## src/rtl/prio_intr_ctrl.sv

```systemverilog
// rtl/prio_intr_ctrl.sv - N-channel prioritised interrupt controller with claim/complete
// Optional 2-flop input synchronizer: define PRIO_INTR_CTRL_SYNC_EN.

package core_v_mcu_pkg;
   typedef struct packed {
      logic [31:0] addr;
      logic        write;
      logic [31:0] wdata;
      logic [3:0]  wstrb;
      logic        valid;
   } reg_req_t;

   typedef struct packed {
      logic [31:0] rdata;
      logic        error;
      logic        ready;
   } reg_rsp_t;
endpackage

module prio_intr_ctrl #(
   parameter int unsigned NumChannels = 16,
   parameter type reg_req_t = core_v_mcu_pkg::reg_req_t,
   parameter type reg_rsp_t = core_v_mcu_pkg::reg_rsp_t
) (
   input  logic                   clk_i,
   input  logic                   rst_i,
   input  reg_req_t               reg_req_i,
   output reg_rsp_t               reg_rsp_o,
   input  logic [NumChannels-1:0] intr_i,
   output logic                   irq_o,
   output logic [5:0]             irq_id_o
);

   localparam logic [2:0] OFF_PENDING   = 3'd0;
   localparam logic [2:0] OFF_ENABLE    = 3'd1;
   localparam logic [2:0] OFF_MODE      = 3'd2;
   localparam logic [2:0] OFF_CLAIM     = 3'd3;
   localparam logic [2:0] OFF_INSERVICE = 3'd4;

   logic [NumChannels-1:0] pending_q;
   logic [NumChannels-1:0] enable_q;
   logic [NumChannels-1:0] mode_q;
   logic [NumChannels-1:0] inservice_q;
   logic [NumChannels-1:0] intr_s;
   logic [NumChannels-1:0] intr_q;
   logic [NumChannels-1:0] intr_qq;
   logic [NumChannels-1:0] rise;
   logic [NumChannels-1:0] deliverable;
   logic [NumChannels-1:0] winner_onehot;
   logic [NumChannels-1:0] w1c_mask;
   logic [NumChannels-1:0] claim_mask;
   logic [NumChannels-1:0] complete_mask;
   logic [NumChannels-1:0] pending_d;
   logic [NumChannels-1:0] inservice_d;
   logic [5:0]             winner_id;
   logic [2:0]             off;
   logic                   addr_ok;
   logic                   rd_acc;
   logic                   wr_acc;
   logic                   unused_bits;

`ifdef PRIO_INTR_CTRL_SYNC_EN
   logic [NumChannels-1:0] sync_q1;
   logic [NumChannels-1:0] sync_q2;

   always_ff @(posedge clk_i) begin
      if (rst_i) begin
         sync_q1 <= '0;
         sync_q2 <= '0;
      end else begin
         sync_q1 <= intr_i;
         sync_q2 <= sync_q1;
      end
   end

   assign intr_s = sync_q2;
`else
   assign intr_s = intr_i;
`endif

   // Byte lane strobes and the sub-word address bits have no meaning here.
   assign unused_bits = ^{reg_req_i.wstrb, reg_req_i.addr[1:0], reg_req_i.wdata};

   assign off     = reg_req_i.addr[4:2];
   assign addr_ok = (reg_req_i.addr[31:5] == '0) && (off <= OFF_INSERVICE);
   assign rd_acc  = reg_req_i.valid && !reg_req_i.write && addr_ok;
   assign wr_acc  = reg_req_i.valid &&  reg_req_i.write && addr_ok;

   assign deliverable = pending_q & enable_q & ~inservice_q;
   assign irq_o       = |deliverable;
   assign irq_id_o    = winner_id;

   // Scan downwards so the lowest deliverable index is the last one kept.
   always_comb begin
      winner_id     = '0;
      winner_onehot = '0;
      for (int i = NumChannels - 1; i >= 0; i--) begin
         if (deliverable[i]) begin
            winner_id        = 6'(i + 1);
            winner_onehot    = '0;
            winner_onehot[i] = 1'b1;
         end
      end
   end

   always_comb begin
      reg_rsp_o       = '0;
      reg_rsp_o.ready = 1'b1;
      if (!rst_i && reg_req_i.valid) begin
         if (!addr_ok) begin
            reg_rsp_o.error = 1'b1;
         end else if (!reg_req_i.write) begin
            case (off)
               OFF_PENDING:   reg_rsp_o.rdata[NumChannels-1:0] = pending_q;
               OFF_ENABLE:    reg_rsp_o.rdata[NumChannels-1:0] = enable_q;
               OFF_MODE:      reg_rsp_o.rdata[NumChannels-1:0] = mode_q;
               OFF_CLAIM:     reg_rsp_o.rdata[5:0]             = winner_id;
               OFF_INSERVICE: reg_rsp_o.rdata[NumChannels-1:0] = inservice_q;
               default:       reg_rsp_o.rdata                  = '0;
            endcase
         end
      end
   end

   always_comb begin
      w1c_mask      = '0;
      claim_mask    = '0;
      complete_mask = '0;
      if (wr_acc && off == OFF_PENDING) begin
         w1c_mask = reg_req_i.wdata[NumChannels-1:0] & mode_q;
      end
      if (rd_acc && off == OFF_CLAIM) begin
         claim_mask = winner_onehot;
      end
      if (wr_acc && off == OFF_CLAIM) begin
         for (int i = 0; i < NumChannels; i++) begin
            if (reg_req_i.wdata == 32'(i + 1)) begin
               complete_mask[i] = inservice_q[i];
            end
         end
      end
   end

   // A fresh edge beats any clear arriving in the same cycle.
   assign rise        = intr_q & ~intr_qq;
   assign pending_d   = (mode_q & ((pending_q | rise) & ~((w1c_mask | claim_mask) & ~rise)))
                      | (~mode_q & intr_s);
   assign inservice_d = (inservice_q | claim_mask) & ~complete_mask;

   always_ff @(posedge clk_i) begin
      if (rst_i) begin
         pending_q   <= '0;
         enable_q    <= '0;
         mode_q      <= '0;
         inservice_q <= '0;
         intr_q      <= '0;
         intr_qq     <= '0;
      end else begin
         intr_q      <= intr_s;
         intr_qq     <= intr_q;
         pending_q   <= pending_d;
         inservice_q <= inservice_d;
         if (wr_acc && off == OFF_ENABLE) begin
            enable_q <= reg_req_i.wdata[NumChannels-1:0];
         end
         if (wr_acc && off == OFF_MODE) begin
            mode_q <= reg_req_i.wdata[NumChannels-1:0];
         end
      end
   end

endmodule

```

## config.mk

```make
export PLATFORM = sky130hd
export DESIGN_NAME = prio_intr_ctrl
export DESIGN_NICKNAME = d
export VERILOG_FILES = /design/src/rtl/prio_intr_ctrl.sv
export SDC_FILE = /design/constraint.sdc
export NUM_CORES = 1
export LEC_CHECK = 0
export CAP_MARGIN = 20
export CORE_AREA = 2 2 113 115
export CTS_CLUSTER_DIAMETER = 100
export DETAILED_ROUTE_END_ITERATION = 7
export DIE_AREA = 0 0 115 117
export HOLD_SLACK_MARGIN = 0.12
export PLACE_DENSITY = 0.67
export SYNTH_ARGS = -nofsm -noshare
export SYNTH_HDL_FRONTEND = slang
export SYNTH_SLANG_ARGS = --single-unit
```

## constraint.sdc

```tcl
create_clock -name clk_i -period 5.2 [get_ports clk_i]
set_clock_uncertainty 0.2 [all_clocks]
set_input_delay 1.3 -clock clk_i [delete_from_list [all_inputs] [get_ports clk_i]]
set_output_delay 1.3 -clock clk_i [all_outputs]
set_load 0.005 [all_outputs]
```

======== After elaboration in Yosys (flattened, before gate mapping) ========
Cells that the tools add are included.
word-level totals
  bits in registers ....................... 96
  input port bits ......................... 88
  output and inout bits ................... 41
operators by class
  order comparisons ....................... 1
  equal/unequal tests ..................... 20
  mux-type cells .......................... 57
  bitwise logic cells ..................... 19
  reduce and logical (&&, ||, !) cells .... 16
operators by type and width
  kind                                            count
  2-to-1 mux 16 bit                               21
  == test 32 x 4 -> 1 bit, second input constant  8
  bitwise AND 16 bit                              9
  == test 32 x 3 -> 1 bit, second input constant  4
  inverter 16 bit                                 6
  2-to-1 mux 6 bit                                15
  == test 32 x 2 -> 1 bit, second input constant  2
  OR 16 bit                                       4
  case mux 10 bit (4 select lines)                1
  == test 32 x 1 -> 1 bit, second input constant  1
  == test 32 x 5 -> 1 bit, second input constant  1
  case mux 6 bit (5 select lines)                 1
  logical NOT 27 bit                              1
  2-to-1 mux 1 bit                                17
  2-to-1 mux 17 bit                               1
  OR reduction 16 bit                             1
  logical AND 1 bit                               11
  == test 3 x 2 -> 1 bit, second input constant   2
  2-to-1 mux 5 bit                                1
  == test 3 x 1 -> 1 bit, second input constant   1
  == test 3 bit, second input constant            1
  <= comparator 3 bit, second input constant      1
  logical NOT 3 bit                               1
  logical NOT 1 bit                               2

======== Logic depth before layout (Yosys ltp) ========
Gate-level depths: netlist of the first run.
  word-level depth ........................ 25
  mapped depth ............................ 10
  gate-level depth less buffers ........... 7

======== Least setup slack after synthesis of the first run ========
No wires, ideal clock.
  path type ............................... input port to output port
  start point ............................. input port reg_req_i[52] (netlist name)
  end point ............................... output port reg_rsp_o[10] (netlist name)
  data arrival time ....................... 2663 ps
  required time ........................... 3700 ps
  setup slack ............................. 1037 ps
  stages .................................. 6
  path buffers ............................ 0
  cells stage by stage .................... nor4_1 nand4_2 nor2_2 nand4bb_1 o21bai_1 a21oi_1
RTL lines
  item             line  RTL
  start, declared  27    input reg_req_t reg_req_i,
  end, declared    28    output reg_rsp_t reg_rsp_o,

==> flow_metrics.tcl, run 1 <==
set metrics [dict create \
    synth_warnings 0 \
    hp-start "intr_q[15]" \
    crit_fanout 10 \
    status "finished clean" \
    cts_buffers 9 \
    synth-seq-area-share_pct 40.2 \
    crit_required_ns 3.70 \
    p_leak_nw 2.23 \
    finalSetupViolations 0 \
    yosysTopAreaCellShare_pct 40.2 \
    routed-wl-met2_um 6720 \
    drc 0 \
    yosys.cell_types.count 46 \
    max_freq_ghz 0.197 \
    dp_hpwl_um 9820 \
    via_per_inst 5.57 \
    ctsHoldBuffers 0 \
    cts.sinks 96 \
    clkLatencyLatePin_ns 0.35 \
    rsz0062_at_grt "yes" \
    row_count 41 \
    ios 129 \
    fp.dieW_um 115 \
    cellPowerDensity_nw_per_um2 252 \
    vdd_drop_max_uv 130 \
    clock_power_share_pct 42.5 \
    htreeDepth 3 \
    grt_usage_pct 20.5 \
    initial_core_util_pct 38.8 \
    yosys.area.top_type "dfxtp_1" \
    pre_cts_slack_ns 0.109 \
    crit_path_end_kind "output pin" \
    synth_edf_count 0 \
    core_um2 12300 \
    hold_viol_final 0 \
    period_minus_slack_ns 5.07 \
    p_int_mw 1.20 \
    io_buffers 104 \
    startpoint "reg_req_i[44]" \
    regToRegSetupSlack_ns 2.75 \
    syn_area_um2 4780 \
    async_reset_ff_share_pct 0 \
    drv_slew 0 \
    whs_ns 0.226 \
    hold_path.class "reg2reg" \
    wl_per_cell_um 16.8 \
    synth_seq_cells 96 \
    start_kind "input port" \
    placed_cells 810 \
    cts-root-buf "clkbuf_16" \
    place.gp.congestion 0.905 \
    synth_flop_cell "dfxtp_1" \
    dr_wl_met3_um 926 \
    worstSetupPathType "in2out" \
    switchingPower_uw 365 \
    drive_above_1_share_pct 7.69 \
    dr.pass1.iters 7 \
    r2r_end "pending_q[15]" \
    synth_top_cells_by_area "dfxtp_1, nand2_1, a22oi_1" \
    path_clk_slew_ns 0.06 \
    antenna_found_initial 0 \
    drt_iter0_markers 351 \
    wl_met1_um 6010 \
    cp_data_arrival_time_ns 3.57 \
    layout_setup_ws_ns 0.130 \
    via_count 4603 \
    max_slew.worst_pin.slew_ns 1.03 \
    cts_tree "yes" \
    yosysMostFrequentCell "dfxtp_1" \
    p_total_mw 1.57 \
    highest_layer "met4" \
    synth_commonest_cells "dfxtp_1, nand2_1, nor2_1" \
    synth_cells 577 \
    swShare_pct 23.3 \
    die_h_um 117 \
    timing.rr.start "inservice_q[8]" \
    die_area_um2 13500 \
    tns_ns 0 \
    avgSynthCellArea_um2 8.29 \
    final_nets 759 \
    instances_no_fill 826 \
    routed_wirelength_um 13900 \
    p_seq_share_pct 48.6 \
    grt_max_degree 99 \
    worst-r2r-cell-count 7 \
    syn_to_final_growth_pct 30.1 \
    postCtsSetupBuffers 0 \
    crit_end "reg_rsp_o[10]" \
    period_share_pct 97.5 \
    grt_overflow 0 \
    cap_viol_max_count 0 \
    grt_pass1_vias 4159 \
    grt_first_pass_wirelength_um 21600 \
    diodes 0 \
    p_comb_share_pct 8.9 \
    max-slew-margin-rel_pct 31.2 \
    drtAntennaViolNets 0 \
    cts_max_path_buffers 2 \
]
kinds of logic (layout without fill, tap and decap cells):
logic type	Yosys count	in the layout	synth area share, %
AO/OA/AOI/OAI	126	126	17.1
multiplexers	21	21	4.40
flip-flops	96	96	40.2
AND/OR/NAND/NOR	258	258	30.1
other	2	18	0.157
buffers and inverters	74	157	8.06
cells in the final DEF (no fill, tap or decap), types with 3 or more instances in the layout:
cell / instances
inv_1: 23
o21bai_1: 3
a221oi_1: 5
a31oi_1: 17
a32oi_1: 4
nor4_4: 4
clkbuf_16: 9
a22oi_1: 32
and3_1: 5
nor3_1: 12
nand3_1: 9
nor2_1: 58
nor3_2: 3
and2_1: 7
nand2_1: 66
dfxtp_1: 96
and3b_1: 11
nor2b_1: 31
nor4_1: 6
nand4_2: 3
a311oi_1: 7
mux2i_1: 21
buf_4: 14
o21ai_0: 16
nand3b_1: 11
nor4_2: 5
nand4_1: 15
conb_1: 18
clkdlybuf4s50_1: 102
a21oi_1: 33
what timing repair did:
action / CTS / global route
endpoints found under the setup margin: 0 / 10
resized for setup: 0 / 7
endpoints found under the hold margin: 0 / 0
worst min-delay path by stage:
stage | to | slack (ns) | depth (start not counted)
final | intr_qq[15] | 0.23 | 2
after global routing | intr_qq[12] | 0.24 | 2
after CTS | intr_qq[12] | 0.23 | 2
after detailed placement | intr_qq[15] | 0.22 | 2
after global placement | intr_qq[12] | 0.21 | 2
after floorplan | intr_qq[10] | 0.20 | 2
cell type report:
cell class                      instances  area (µm²)
Clock buffer                           10         229
Clock inverter                          6        65.1
Fill cell                            1160        6090
Inverter                               23        86.3
Multi-Input combinational cell        423        2580
Sequential cell                        96        1920
Tap cell                              150         188
Timing Repair Buffer                  118        1140
critical path, cell delays in order:
cell and delay (ns):
clkdlybuf4s50_1 0.47, nor4_4 0.30, nand4_2 0.16, nor2_4 0.13, nand4bb_1 0.14, o21bai_1 0.18
buf_4 0.18, a21oi_1 0.18, clkdlybuf4s50_1 0.53
layer usage:
layer	global-route usage [%]	up-vias
met5	0	-
li1	-	2213
met3	4.94	16
met2	34.1	181
met1	26.5	2193
met4	6.35	0
state kept, by name, summed over array words and instances, names as in the netlist:
register,flops
mode_q,16
inservice_q,16
intr_q,16
intr_qq,16
pending_q,16
enable_q,16
power by group through the flow:
stage               logic, mW  clock network, mW  registers (mW)
global placement        0.133                  0           0.778
floorplan              0.0601                  0           0.776
CTS                     0.136              0.679           0.762
finish                  0.140              0.666           0.762
detailed placement      0.136                  0           0.779
global route            0.151              0.709           0.764
per-stage QoR:
step,utilization [%],cell area (µm²)
finish,50.5,6220
global route,50.5,6220
CTS,50.2,6170
detailed placement,47.8,5880
global placement,47.8,5880
floorplan,-,4840
(Power assumes the default switching activity.)
==> inputs of run 2 (changes only) <==
Settings changed: CTS_BUF_LIST set to sky130_fd_sc_hd__clkbuf_16, PLACE_DENSITY 0.67 to 0.7.
Clock period 5.2 ns to 4.1 ns, I/O delays scaled along.
==> flow_metrics.tcl, run 2 (synthesized netlist as in run 1, its figures left out) <==
set metrics [dict create \
    cp_slowest_cell "nor4_2" \
    syn_to_final_growth_pct 36.5 \
    dr_wl_met3_um 1160 \
    die_area_um2 13500 \
    grt_usage_pct 21.8 \
    clkLatencyLatePin_ns 0.34 \
    drc 0 \
    p_int_mw 1.51 \
    final_cell_mix "dfxtp_1, nand2_1, nor2_1, clkdlybuf4s50_1, buf_4" \
    drtAntennaViolNets 0 \
    p_seq_share_pct 49.5 \
    io_buffers 104 \
    start_kind "input port" \
    regToRegSetupSlack_ns 1.74 \
    timing.rr.start "inservice_q[1]" \
    p_comb_share_pct 9.1 \
    drv_slew 0 \
    initial_core_util_pct 38.8 \
    vdd_drop_max_uv 153 \
    crit_end "reg_rsp_o[9]" \
    die_h_um 117 \
    clock_power_share_pct 41.4 \
    worstSetupPathType "in2out" \
    period_share_pct 96.4 \
    grt_overflow 0 \
    cap_viol_max_count 0 \
    ios 129 \
    final_area_um2 6530 \
    via_per_inst 5.65 \
    cts.sinks 96 \
    grt_pass1_vias 4507 \
    hold_viol_final 0 \
    place_area_um2 6050 \
    wl_met1_um 6020 \
    startpoint "reg_req_i[57]" \
    cts-root-buf "clkbuf_16" \
    routed_wirelength_um 14800 \
    diodes 0 \
    ctsHoldBuffers 0 \
    status "finished clean" \
    cts_tree "yes" \
    htreeDepth 3 \
    fin_util_pct 53.0 \
    place.gp.congestion 0.936 \
    fp.dieW_um 115 \
    max-slew-margin-rel_pct 33.0 \
    dp_hpwl_um 10800 \
    swShare_pct 22.6 \
    routed-wl-met2_um 7130 \
    path_clk_slew_ns 0.06 \
    highest_layer "met4" \
    via_count 4841 \
    dr.pass1.iters 6 \
    drt_iter0_markers 314 \
    period_minus_slack_ns 3.95 \
    cts_max_path_buffers 2 \
    filler_cell_count 1113 \
    cts_buffers 9 \
    finalSetupViolations 0 \
    wl_per_cell_um 17.3 \
    core_um2 12300 \
    final_common_cell "dfxtp_1" \
    crit_path_end_kind "output pin" \
    max_slew.worst_pin.slew_ns 1.01 \
    final_nets 790 \
    cp_data_arrival_time_ns 2.73 \
    r2r_end "pending_q[5]" \
    crit_required_ns 2.87 \
    worst-r2r-cell-count 7 \
    row_count 41 \
    grt_first_pass_wirelength_um 22900 \
    path_cells "dlygate4sd2_1 > nor4_2 > nand4_2 > nor2_2 > nand4bb_1 > o21bai_4 > buf_12 > a21oi_1 > clkdlybuf4s15_1" \
    switchingPower_uw 442 \
    cellPowerDensity_nw_per_um2 300 \
    max_freq_ghz 0.253 \
    drive_above_1_share_pct 15.3 \
    grt_max_degree 98 \
    p_leak_nw 2.53 \
    hold_path.class "reg2reg" \
    crit_fanout 5 \
    slowest_delay_ns 0.27 \
    antenna_found_initial 0 \
]
-- run 2: layer usage --
metal  track usage [%]  up-vias
met5                 0        -
met4              9.72        0
met3              4.58       48
met2              37.1      211
met1              26.8     2304
li1                  -     2278
-- run 2: power by group through the flow --
stage | Combinational [mW] | Sequential, mW | Clock (mW)
6_report | 0.178 | 0.968 | 0.810
3_5_place_dp | 0.178 | 0.988 | 0
4_1_cts | 0.174 | 0.967 | 0.822
2_1_floorplan | 0.0762 | 0.984 | 0
5_1_grt | 0.191 | 0.969 | 0.865
3_3_place_gp | 0.174 | 0.987 | 0
-- run 2: how the worst min path moves through the flow --
stage | from | endpoint | slack [ns] | cells after the start
after CTS | intr_q[12] | intr_qq[12] | 0.23 | 2
after detailed placement | intr_q[12] | intr_qq[12] | 0.22 | 2
after floorplan | intr_q[10] | intr_qq[10] | 0.20 | 2
after global routing | intr_q[15] | intr_qq[15] | 0.25 | 2
after global placement | intr_q[14] | intr_qq[14] | 0.21 | 2
final | intr_q[12] | intr_qq[12] | 0.23 | 2
-- run 2: worst max-delay path, delay by kind of cell --
| family | cells | cell delay (ns) |
|---|---|---|
| AOI/OAI and AO/OA | 2 | 0.36 |
| buffers and inverters | 3 | 0.62 |
| and+or+nand+nor | 4 | 0.72 |
-- run 2: cell type report --
class,instances,area [µm²],area share [%]
Multi-Input combinational cell,423,2690,41.2
Sequential cell,96,1920,29.5
Timing Repair Buffer,149,1360,20.8
Clock buffer,9,225,3.45
Tap cell,150,188,2.88
Inverter,23,86.3,1.32
Clock inverter,7,61.3,0.940
-- run 2: what timing repair did --
item | CTS | global route
pin swaps | 7 | 4
endpoints found under the setup margin | 16 | 36
gates resized for setup | 87 | 26
buffers inserted | 12 | 2
gates cloned | 0 | 0
-- run 2: through the flow --
stage,cells,hold slack (ns),power [mW],setup slack [ns],TNS [ns]
4_1_cts,856,0.229,1.96,0.00487,0
2_1_floorplan,593,0.205,1.06,0.487,0
3_3_place_gp,829,0.212,1.16,-0.462,-6.17
6_report,857,0.227,1.96,0.146,0
5_1_grt,857,0.246,2.03,-0.0119,-0.0119
3_5_place_dp,829,0.219,1.17,-0.463,-6.22
==> inputs of run 3 (changes only) <==
Settings changed: CELL_PAD_IN_SITES_DETAIL_PLACEMENT set to 1, CELL_PAD_IN_SITES_GLOBAL_PLACEMENT set to 1, CORE_AREA 2 2 113 115 to 2 2 126 128, DIE_AREA 0 0 115 117 to 0 0 128 130, PLACE_DENSITY 0.7 to unset, PLACE_DENSITY_LB_ADDON set to 0.1, SLEW_MARGIN set to 25.
==> flow_metrics.tcl, run 3 (synthesized netlist as in run 1, its figures left out) <==
set metrics [dict create \
    ctsHoldBuffers 0 \
    startpoint "reg_req_i[41]" \
    die_area_um2 16600 \
    crit_fanout 5 \
    cts_max_path_buffers 2 \
    cellPowerDensity_nw_per_um2 292 \
    via_count 4755 \
    via_per_inst 5.27 \
    htreeDepth 3 \
    core_um2 15400 \
    crit_required_ns 2.87 \
    cts.sinks 96 \
    max-slew-margin-rel_pct 48.0 \
    p_seq_share_pct 50.2 \
    max_freq_ghz 0.249 \
    final_area_um2 6600 \
    worstSetupPathType "in2out" \
    start_kind "input port" \
    path_clk_slew_ns 0.07 \
    final_cell_mix "dfxtp_1, clkdlybuf4s50_1, nand2_1" \
    clock_power_share_pct 40.2 \
    place.gp.congestion 0.842 \
    max_slew.worst_pin.slew_ns 0.780 \
    io_buffers 104 \
    instances_no_fill 902 \
    crit_path_end_kind "output pin" \
    syn_to_final_growth_pct 38.1 \
    drive_above_1_share_pct 14.9 \
    status "finished clean" \
    cts_tree "yes" \
    cts_buffers 9 \
    hold_viol_final 0 \
    finalSetupViolations 0 \
    fp.dieW_um 128 \
    die_h_um 130 \
    cap_viol_max_count 0 \
    final_nets 793 \
    dr.pass1.iters 5 \
    drt_iter0_markers 280 \
    ios 129 \
    vdd_drop_max_uv 183 \
    row_count 46 \
    dp_hpwl_um 12200 \
    final_common_cell "dfxtp_1" \
    filler_cell_count 1840 \
    drc 0 \
    p_total_mw 1.93 \
    clkLatencyLatePin_ns 0.35 \
    placed_cells 876 \
    drtAntennaViolNets 0 \
    grt_max_degree 98 \
    swShare_pct 24.4 \
    routed_wirelength_um 16900 \
    timing.rr.start "inservice_q[8]" \
    grt_usage_pct 20.4 \
    p_comb_share_pct 9.5 \
    p_leak_nw 2.53 \
    regToRegSetupSlack_ns 1.75 \
    drv_slew 0 \
    hp-start "intr_q[15]" \
    cts-root-buf "clkbuf_16" \
    period_minus_slack_ns 4.02 \
    hold_path.class "reg2reg" \
    wl_per_cell_um 18.8 \
    place_area_um2 6140 \
    switchingPower_uw 470 \
    initial_core_util_pct 31.0 \
    fin_util_pct 42.8 \
    period_share_pct 98.1 \
    antenna_found_initial 0 \
    cp_data_arrival_time_ns 2.80 \
    diodes 0 \
    p_int_mw 1.46 \
    pre_cts_slack_ns -0.506 \
    grt_first_pass_wirelength_um 26400 \
    grt_overflow 0 \
    grt_pass1_vias 4958 \
    layout_setup_ws_ns 0.0769 \
]
## run 3: changes by cell type in the layout (fill, tap and decap cells not counted), moves of 3 or more
cell             change
clkdlybuf4s15_1     -13
a21oi_2              -3
buf_2                +5
clkbuf_2             -4
clkinv_2             -3
clkdlybuf4s50_1     +11
a21oi_4              +4
## run 3: cell type report
cell class,count,area [µm²],area share [%]
repair buffers,152,1410,21.3
well taps,192,240,3.64
multi-input cells,423,2680,40.6
clock buffers,9,225,3.41
flip-flops and latches,96,1920,29.1
inverters,23,86.3,1.31
clock inverters,7,38.8,0.588
## run 3: worst max-delay path: stages
cell	delay (ns)
clkdlybuf4s50_1	0.43
o21ai_1	0.17
nand4_2	0.14
nor2_2	0.16
nand4bb_1	0.17
o21bai_4	0.27
buf_12	0.17
a21oi_4	0.12
buf_2	0.13
## run 3: per-stage QoR
step	hold WS [ns]	TNS (ns)
after floorplan	0.205	0
after global placement	0.215	-5.26
after detailed placement	0.224	-6.76
after CTS	0.232	-0.0407
after global routing	0.255	-0.0795
final	0.227	0
## run 3: final timing paths
kind / endpoint / cells past startpoint
setup / recovery: reg_rsp_o[17] / 9
hold / removal: intr_qq[15] / 2
hold reg to reg: intr_qq[15] / 2
setup reg to reg: pending_q[15] / 8
## run 3: layer usage
metal	routed length, µm	vias up	track usage (%)
li1	-	2277	-
met1	7550	2321	26.8
met2	8100	135	34.7
met3	1000	22	3.32
met4	275	0	6.33
met5	0	-	0
## run 3: power by group through the flow
| stage | clock [mW] | sequential, mW | combinational (mW) |
|---|---|---|---|
| final | 0.774 | 0.967 | 0.184 |
| after detailed placement | 0 | 0.988 | 0.184 |
| after floorplan | 0 | 0.984 | 0.0762 |
| after global placement | 0 | 0.987 | 0.180 |
| after CTS | 0.797 | 0.967 | 0.183 |
| after global routing | 0.835 | 0.969 | 0.200 |
## run 3: repair_timing
item | in CTS | in global routing
gates resized for setup | 76 | 16
pin swaps | 9 | 7
buffers inserted | 8 | 1
gates cloned | 1 | 0
setup endpoints to repair | 16 | 56
